## src/rtl/add_serial.sv

```systemverilog
// add_serial: rebuilds a full Y_WIDTH-bit $add result from a narrow SLICE_WIDTH adder,
// one slice per clock, with the carry rippled between slices through a register.
module add_serial #(
   parameter int A_SIGNED    = 0,
   parameter int B_SIGNED    = 0,
   parameter int A_WIDTH     = 8,
   parameter int B_WIDTH     = 8,
   parameter int Y_WIDTH     = 16,
   parameter int SLICE_WIDTH = 4
) (
   input  logic               clk,
   input  logic               reset_n,
   input  logic               in_valid,
   output logic               in_ready,
   input  logic [A_WIDTH-1:0] A,
   input  logic [B_WIDTH-1:0] B,
   output logic               out_valid,
   input  logic               out_ready,
   output logic [Y_WIDTH-1:0] Y,
   output logic               busy
);

   localparam int N  = (Y_WIDTH + SLICE_WIDTH - 1) / SLICE_WIDTH;
   localparam int KW = (N > 1) ? $clog2(N) : 1;
   localparam logic [KW-1:0] LAST_K = KW'(N - 1);

   typedef enum logic [1:0] {IDLE, CALC, DONE} state_t;

   state_t                 r_state;
   state_t                 w_nextState;
   logic [Y_WIDTH-1:0]     r_a;
   logic [Y_WIDTH-1:0]     r_b;
   logic [Y_WIDTH-1:0]     r_y;
   logic [KW-1:0]          r_k;
   logic                   r_carry;
   logic [Y_WIDTH-1:0]     w_aExt;
   logic [Y_WIDTH-1:0]     w_bExt;
   logic [Y_WIDTH-1:0]     w_yNext;
   logic [31:0]            w_shift;
   logic [SLICE_WIDTH-1:0] w_aSlice;
   logic [SLICE_WIDTH-1:0] w_bSlice;
   logic [SLICE_WIDTH:0]   w_sum;

   // Signed extension only when both operands are signed; otherwise both zero-extend.
   generate
      if (A_SIGNED != 0 && B_SIGNED != 0) begin : g_signed
         assign w_aExt = Y_WIDTH'({{Y_WIDTH{A[A_WIDTH-1]}}, A});
         assign w_bExt = Y_WIDTH'({{Y_WIDTH{B[B_WIDTH-1]}}, B});
      end else begin : g_unsigned
         assign w_aExt = Y_WIDTH'({{Y_WIDTH{1'b0}}, A});
         assign w_bExt = Y_WIDTH'({{Y_WIDTH{1'b0}}, B});
      end
   endgenerate

   // Bits above Y_WIDTH in the last slice shift in as zero and fall off when written back.
   assign w_shift  = 32'(r_k) * 32'(SLICE_WIDTH);
   assign w_aSlice = SLICE_WIDTH'(r_a >> w_shift);
   assign w_bSlice = SLICE_WIDTH'(r_b >> w_shift);
   assign w_sum    = (SLICE_WIDTH+1)'(w_aSlice) + (SLICE_WIDTH+1)'(w_bSlice)
                   + (SLICE_WIDTH+1)'(r_carry);
   assign w_yNext  = r_y | (Y_WIDTH'(w_sum[SLICE_WIDTH-1:0]) << w_shift);

   always_ff @(posedge clk) begin
      if (!reset_n) begin
         r_state <= IDLE;
      end else begin
         r_state <= w_nextState;
      end
   end

   always_comb begin
      w_nextState = r_state;
      case (r_state)
         IDLE:    if (in_valid)      w_nextState = CALC;
         CALC:    if (r_k == LAST_K) w_nextState = DONE;
         DONE:    if (out_ready)     w_nextState = IDLE;
         default:                    w_nextState = IDLE;
      endcase
   end

   always_comb begin
      in_ready  = reset_n && (r_state == IDLE);
      busy      = (r_state == CALC);
      out_valid = (r_state == DONE);
   end

   // Y is cleared on accept so a partially built sum never looks like a result.
   always_ff @(posedge clk) begin
      if (!reset_n) begin
         r_a     <= '0;
         r_b     <= '0;
         r_y     <= '0;
         r_k     <= '0;
         r_carry <= 1'b0;
      end else begin
         case (r_state)
            IDLE: begin
               if (in_valid) begin
                  r_a     <= w_aExt;
                  r_b     <= w_bExt;
                  r_y     <= '0;
                  r_k     <= '0;
                  r_carry <= 1'b0;
               end
            end
            CALC: begin
               r_y     <= w_yNext;
               r_carry <= w_sum[SLICE_WIDTH];
               r_k     <= r_k + 1'b1;
            end
            default: begin
            end
         endcase
      end
   end

   assign Y = r_y;

endmodule

```

## config.mk

```make
export PLATFORM = sky130hd
export DESIGN_NAME = add_serial
export DESIGN_NICKNAME = d
export VERILOG_FILES = /design/src/rtl/add_serial.sv
export SDC_FILE = /design/constraint.sdc
export NUM_CORES = 1
export LEC_CHECK = 0
export ABC_AREA = 1
export BUFFER_PORTS_ARGS = -buffer_cell sky130_fd_sc_hd__buf_2
export CORE_MARGIN = 4
export CORE_UTILIZATION = 40
export CTS_CLUSTER_SIZE = 16
export DETAILED_ROUTE_END_ITERATION = 12
export PLACE_DENSITY = 0.7
export SYNTH_ARGS = -nofsm -noshare
export SYNTH_HDL_FRONTEND = slang
export SYNTH_SLANG_ARGS = --single-unit
export TNS_END_PERCENT = 50
```

## constraint.sdc

```tcl
create_clock -name clk -period 6.5 [get_ports clk]
set_input_delay 1.625 -clock clk [delete_from_list [all_inputs] [get_ports clk]]
set_output_delay 1.625 -clock clk [all_outputs]
set_load 0.1 [all_outputs]
```

==> results of run 1 <==
==> registers in the layout, summed over array words and instances (netlist names) <==
signal,cells
r_carry,1
r_k,2
r_b,8
r_a,8
r_state,2
Y,16
==> metal layers <==
metal  vias up  wire length, um  GRT usage
met3         8              217     0.0410
met5         -                0          0
met2        39             1680      0.231
met1       677             1710      0.192
met4         0               89     0.0825
li1        814                -          -
==> power by group through the flow <==
stage	registers [W]	logic (W)	clock network, W
final	0.000250	0.000131	0.000175
after global routing	0.000252	0.000148	0.000189
after CTS	0.000250	0.000132	0.000180
after detailed placement	0.000255	0.000132	0
after global placement	0.000255	0.000130	0
after floorplan	0.000274	0.0000911	0
==> logic make-up after synthesis <==
family / Yosys count
flops: 37
simple gates: 95
buf+inv: 30
xor+xnor: 1
compound gates: 60
fa+ha+maj: 6
==> cells in the final DEF, fill, tap and decap left out, types with 7 or more instances in the layout <==
master | Yosys | final
nor2_1 | 62 | 62
buf_2 | 6 | 38
dfxtp_1 | 37 | 37
o21ai_0 | 28 | 28
a21oi_1 | 21 | 21
nand2_1 | 17 | 17
inv_1 | 11 | 11
nand4_1 | 8 | 8
clkbuf_8 | 0 | 7
==> final timing paths <==
path / endpoint / slack (ps)
max reg2reg: Y[10] / 3610
min reg2reg: Y[15] / 470
max: in_ready / 2020
min: Y[15] / 470
==> stage by stage <==
stage	total power (W)	area [um2]	utilization	cells
global placement	0.000385	1870	0.460	302
floorplan	0.000365	1710	-	229
detailed placement	0.000387	1870	0.460	302
CTS	0.000563	1970	0.485	310
finish	0.000557	1970	0.485	310
global route	0.000590	1970	0.485	310
==> area by class of cell <==
class	instances	share of cell area
repair buffers	38	0.0967
clock buffers	7	0.0490
inverters	15	0.0286
multi-input cells	162	0.415
well taps	50	0.0318
clock inverters	1	0.00254
flip-flops and latches	37	0.377
==> worst reg2reg max path, delay by kind of cell (launching register included) <==
family | cells | cell delay (ps)
flops | 1 | 710
fa+ha+maj | 2 | 840
simple gates | 3 | 400
xor+xnor | 1 | 290
compound gates | 1 | 150
buf+inv | 1 | 430
==> results.sh, run 1 <==
export IMPL_hp_start="Y[15]"
export IMPL_tns_ps=0
export IMPL_ir_drop_mv=0.134
export IMPL_synth_top_family_by_area="simple AND/OR/NAND/NOR gates"
export IMPL_path_buf_inv=3
export IMPL_initial_core_util=0.421
export IMPL_drv_cap=0
export IMPL_holdCritPathClass="flop to flop"
export IMPL_drive_above_1_share=0.204
export IMPL_grt_pass1_wl_um=6270
export IMPL_critical_path_class="input pin to output pin"
export IMPL_cts_buffers=5
export IMPL_synthArstFlopShare=0
export IMPL_r2r_cells=8
export IMPL_root_buffer="clkbuf_8"
export IMPL_arrival_ps=2850
export IMPL_maxSlewViolCount=0
export IMPL_synthMuxAreaShare=0
export IMPL_clock_sinks=37
export IMPL_hold_buffers=0
export IMPL_ys_seq_area_frac=0.434
export IMPL_critPathMaxFanout=26
export IMPL_grt_total_usage=0.151
export IMPL_worst_slack_ps=2020
export IMPL_ys_warn_count=0
export IMPL_synth_most_common_cell="nor2_1"
export IMPL_cp_required_ps=4880
export IMPL_clkTransAtPathRegs_ps=70
export IMPL_yosysTopAreaCell="dfxtp_1"
export IMPL_synth_compound_area_frac=0.187
export IMPL_post_drt_wl_per_cell_um=11.9
export IMPL_cpPeakStageDelay_ps=430
export IMPL_fin_skew_ps=8.66
export IMPL_drt_iter0_markers=128
export IMPL_yosys_top_cells_area="dfxtp_1 (43%), nor2_1 (14%), o21ai_0 (8.2%)"
export IMPL_synth_xor_area_frac=0.00513
export IMPL_routed_wl_um=3700
export IMPL_rsz0062_at_grt="no"
export IMPL_synth_edf_count=0
export IMPL_startpoint="reset_n"
export IMPL_end_kind="output pin"
export IMPL_cts_setup_buffers=0
export IMPL_crit_slowest_cell="buf_2"
export IMPL_path_cells="buf_2, inv_1, nor2_1, buf_2"
export IMPL_ys_ff_latch=37
export IMPL_synthTopCellsByCount="nor2_1 (62), dfxtp_1 (37), o21ai_0 (28), a21oi_1 (21), nand2_1 (17)"
export IMPL_hold_viol_final=0
export IMPL_power_static_leakage_nw=0.877
export IMPL_diodes=0
export IMPL_finalCritPeriodShare=0.689
export IMPL_p_int_w=0.000374
export IMPL_synth_nets=255
export IMPL_io_buffers=38
export IMPL_synth_top_area_frac=0.434
export IMPL_drc=0
export IMPL_vias=1538
export IMPL_path_depth=4
export IMPL_synth_main_ff_cell="dfxtp_1"
export IMPL_fin_hold_ws_ps=468
export IMPL_synthSimpleGateAreaFrac=0.233
export IMPL_grt_pass1_vias=1384
export IMPL_seq_area_um2=741
export IMPL_grt_overflow=0
export IMPL_dp_hpwl_um=2490
export IMPL_crit_family="buffers and inverters"
export IMPL_clockBufferDepth=2
export IMPL_combPwrFrac=0.236
export IMPL_antenna_found_initial=0
export IMPL_cts_tree="done"
export IMPL_status="complete, no violations"
export IMPL_synth_area_per_cell_um2=7.46
export IMPL_cts_resized_gates=0
export IMPL_place_ws_ps=2000
export IMPL_drtAntennaViolNets=0
export IMPL_syn_area_um2=1710
export IMPL_area_growth_pct=15.2
export IMPL_pwr_density_cell_nw_per_um2=283
export IMPL_synth_adder_area_share=0.0527
export IMPL_syn_inst=229
export IMPL_rows=23
export IMPL_multi_input_area_um2=816
export IMPL_dieArea_um2=5380
export IMPL_cp_common_cell="buf_2"
export IMPL_vias_per_cell=4.96
export IMPL_layout_nets=285
export IMPL_seqPwrFrac=0.450
export IMPL_nFillCells=423
export IMPL_firstDrtPassIters=5
export IMPL_gp_congestion=0.785
export IMPL_pwr_share_clk=0.315
export IMPL_die_y_um=73.3
export IMPL_swShare=0.328
export IMPL_hold_depth=2
export IMPL_worst_slew_pin_slew_ps=604
export IMPL_setup_violations=0
export IMPL_fin_crit_ps=4480
export IMPL_clock_latency_ps=290
export IMPL_switchingPower_w=0.000183
export IMPL_fmax_ghz=0.223
export IMPL_fp_dieW_um=73.3
export IMPL_pin_count=39
export IMPL_cp_start_kind="input pin"
export IMPL_htree_num_levels=2
export IMPL_max_slew_margin=0.597
export IMPL_synth_distinct_cells=26
export IMPL_grt_max_degree=31
export IMPL_r2r_start="r_k[0]"
export IMPL_core_um2=4060
Power figures use the tool's default switching activity.
==> run 2, diff against run 1 <==
--- a/config.mk
+++ b/config.mk
@@ -5,7 +5,7 @@
 export SDC_FILE = /design/constraint.sdc
 export NUM_CORES = 1
 export LEC_CHECK = 0
-export ABC_AREA = 1
+export ABC_AREA = 0
 export BUFFER_PORTS_ARGS = -buffer_cell sky130_fd_sc_hd__buf_2
 export CORE_MARGIN = 4
 export CORE_UTILIZATION = 40
==> constraint.sdc (replaced) <==
create_clock -name clk -period 4.55 [get_ports clk]
set_input_delay 1.1375 -clock clk [delete_from_list [all_inputs] [get_ports clk]]
set_output_delay 1.1375 -clock clk [all_outputs]
set_load 0.1 [all_outputs]
==> results.sh, run 2 <==
export IMPL_core_um2=4350
export IMPL_grt_total_usage=0.135
export IMPL_routed_wl_um=3430
export IMPL_synthArstFlopShare=0
export IMPL_diodes=0
export IMPL_synth_top_area_frac=0.414
export IMPL_ys_warn_count=0
export IMPL_area_growth_pct=14.1
export IMPL_status="complete, no violations"
export IMPL_rsz0062_at_grt="no"
export IMPL_critical_path_class="input pin to output pin"
export IMPL_max_slew_margin=0.497
export IMPL_holdCritPathClass="flop to flop"
export IMPL_yosys_top_cells_area="dfxtp_1 (41%), nand2_1 (7.6%), a21boi_2 (5.7%)"
export IMPL_power_static_leakage_nw=0.855
export IMPL_multi_input_area_um2=936
export IMPL_fp_dieW_um=74.9
export IMPL_io_buffers=38
export IMPL_finalCritPeriodShare=0.715
export IMPL_end_kind="output pin"
export IMPL_drtAntennaViolNets=0
export IMPL_grt_max_degree=42
export IMPL_drive_above_1_share=0.272
export IMPL_firstDrtPassIters=4
export IMPL_synth_main_ff_cell="dfxtp_1"
export IMPL_met1Wirelength_um=1590
export IMPL_routed_top_layer="met4"
export IMPL_ys_ff_latch=37
export IMPL_route_met3_wl_um=205
export IMPL_synth_most_common_cell="dfxtp_1"
export IMPL_cts_setup_buffers=0
export IMPL_vias_per_cell=5.05
export IMPL_maxSlewViolCount=0
export IMPL_tns_ps=0
export IMPL_antenna_found_initial=0
export IMPL_clockBufferDepth=2
export IMPL_seq_area_um2=741
export IMPL_layout_nets=250
export IMPL_drt_iter0_markers=78
export IMPL_fmax_ghz=0.307
export IMPL_dieArea_um2=5610
export IMPL_critPathMaxFanout=41
export IMPL_synth_distinct_cells=38
export IMPL_pin_count=39
export IMPL_htree_num_levels=2
export IMPL_largest_register_ffs=16
export IMPL_fin_util=0.469
export IMPL_rows=24
export IMPL_synth_edf_count=0
export IMPL_post_drt_wl_per_cell_um=12.4
export IMPL_synth_area_per_cell_um2=9.32
export IMPL_nFillCells=444
export IMPL_p_total_w=0.000694
export IMPL_drv_cap=0
export IMPL_synthTopCellsByCount="dfxtp_1 (37), nand2_1 (36), nor2_1 (12), nor2b_1 (12), a21boi_2 (9)"
export IMPL_yosysTopAreaCell="dfxtp_1"
export IMPL_grt_pass1_wl_um=5750
export IMPL_ir_drop_mv=0.165
export IMPL_layout_commonest_cell="buf_2"
export IMPL_initial_core_util=0.411
export IMPL_syn_area_um2=1790
export IMPL_fin_skew_ps=6.27
export IMPL_setup_violations=0
export IMPL_hold_viol_final=0
export IMPL_clock_latency_ps=290
export IMPL_dp_hpwl_um=2390
export IMPL_syn_inst=192
export IMPL_cts_buffers=5
export IMPL_cts_tree="done"
export IMPL_clkTransAtPathRegs_ps=70
export IMPL_gp_congestion=0.747
export IMPL_wl_met2_um=1550
export IMPL_drc=0
export IMPL_pwr_density_cell_nw_per_um2=340
export IMPL_vias=1393
export IMPL_cts_resized_gates=0
export IMPL_final_cell_mix="buf_2 (38), dfxtp_1 (37), nand2_1 (36)"
export IMPL_clock_sinks=37
export IMPL_arrival_ps=2120
export IMPL_worst_slew_pin_slew_ps=753
export IMPL_ys_seq_area_frac=0.414
export IMPL_hold_buffers=0
export IMPL_grt_overflow=0
export IMPL_synth_nets=218
export IMPL_cp_required_ps=3410
export IMPL_die_y_um=74.9
export IMPL_root_buffer="clkbuf_8"
export IMPL_fin_crit_ps=3250
export IMPL_cp_start_kind="input pin"
export IMPL_grt_pass1_vias=1325
run 2: cell types whose count changed after synthesis, sizes merged, moves of 4 or more:
cell,change
a21boi,+20
a32oi,+7
nor2b,+12
nor2,-49
nand2,+20
inv,-12
a21oi,-19
a22oi,+4
mux2i,+8
nand4,-6
o21ai,-28
run 2: layout make-up:
cell class | count | share of cell area
Tap cell | 52 | 0.0319
Sequential cell | 37 | 0.363
Inverter | 3 | 0.00797
Clock buffer | 7 | 0.0423
Timing Repair Buffer | 39 | 0.0968
Multi-Input combinational cell | 138 | 0.458
run 2: routing by layer:
| layer | track usage | vias to the layer above |
|---|---|---|
| met5 | 0 | - |
| met4 | 0.0731 | 0 |
| met3 | 0.0401 | 7 |
| met2 | 0.217 | 33 |
| met1 | 0.163 | 636 |
| li1 | - | 717 |
run 2: worst max-delay path: stages:
cell	delay [ps]
buf_2	80
buf_4	310
and2_1	170
buf_2	410
run 2: power by group:
part,switching (W),internal [W]
registers,0.0000113,0.000337
clock network,0.000107,0.000120
logic,0.0000801,0.0000388
total,0.000199,0.000495
run 2: metrics by stage:
stage	hold slack, ps	worst slack (ps)	cell area (um2)	std cells
floorplan	443	1260	1790	192
global placement	449	1300	1960	269
detailed placement	453	1290	1960	269
CTS	462	1280	2040	276
global route	482	1230	2040	276
finish	458	1300	2040	276
run 2: cell families (layout without fill, tap and decap cells):
logic type	count (synthesis)	in the layout	share of synthesized area
multiplexers	8	8	0.0448
adder cells (fa/ha/maj)	6	6	0.0504
XOR/XNOR	2	2	0.00979
AO/OA/AOI/OAI	41	41	0.195
AND/OR/NAND/NOR	81	81	0.223
buffers and inverters	17	49	0.0629
flip-flops	37	37	0.414
run 2: path summary, 6_finish.rpt:
check,start,end,slack (ps),cells after the start
worst min-delay path,Y[3],Y[3],460,2
worst min register to register,Y[3],Y[3],460,2
worst max register to register,r_k[0],Y[14],1780,8
worst max-delay path,reset_n,in_ready,1300,4
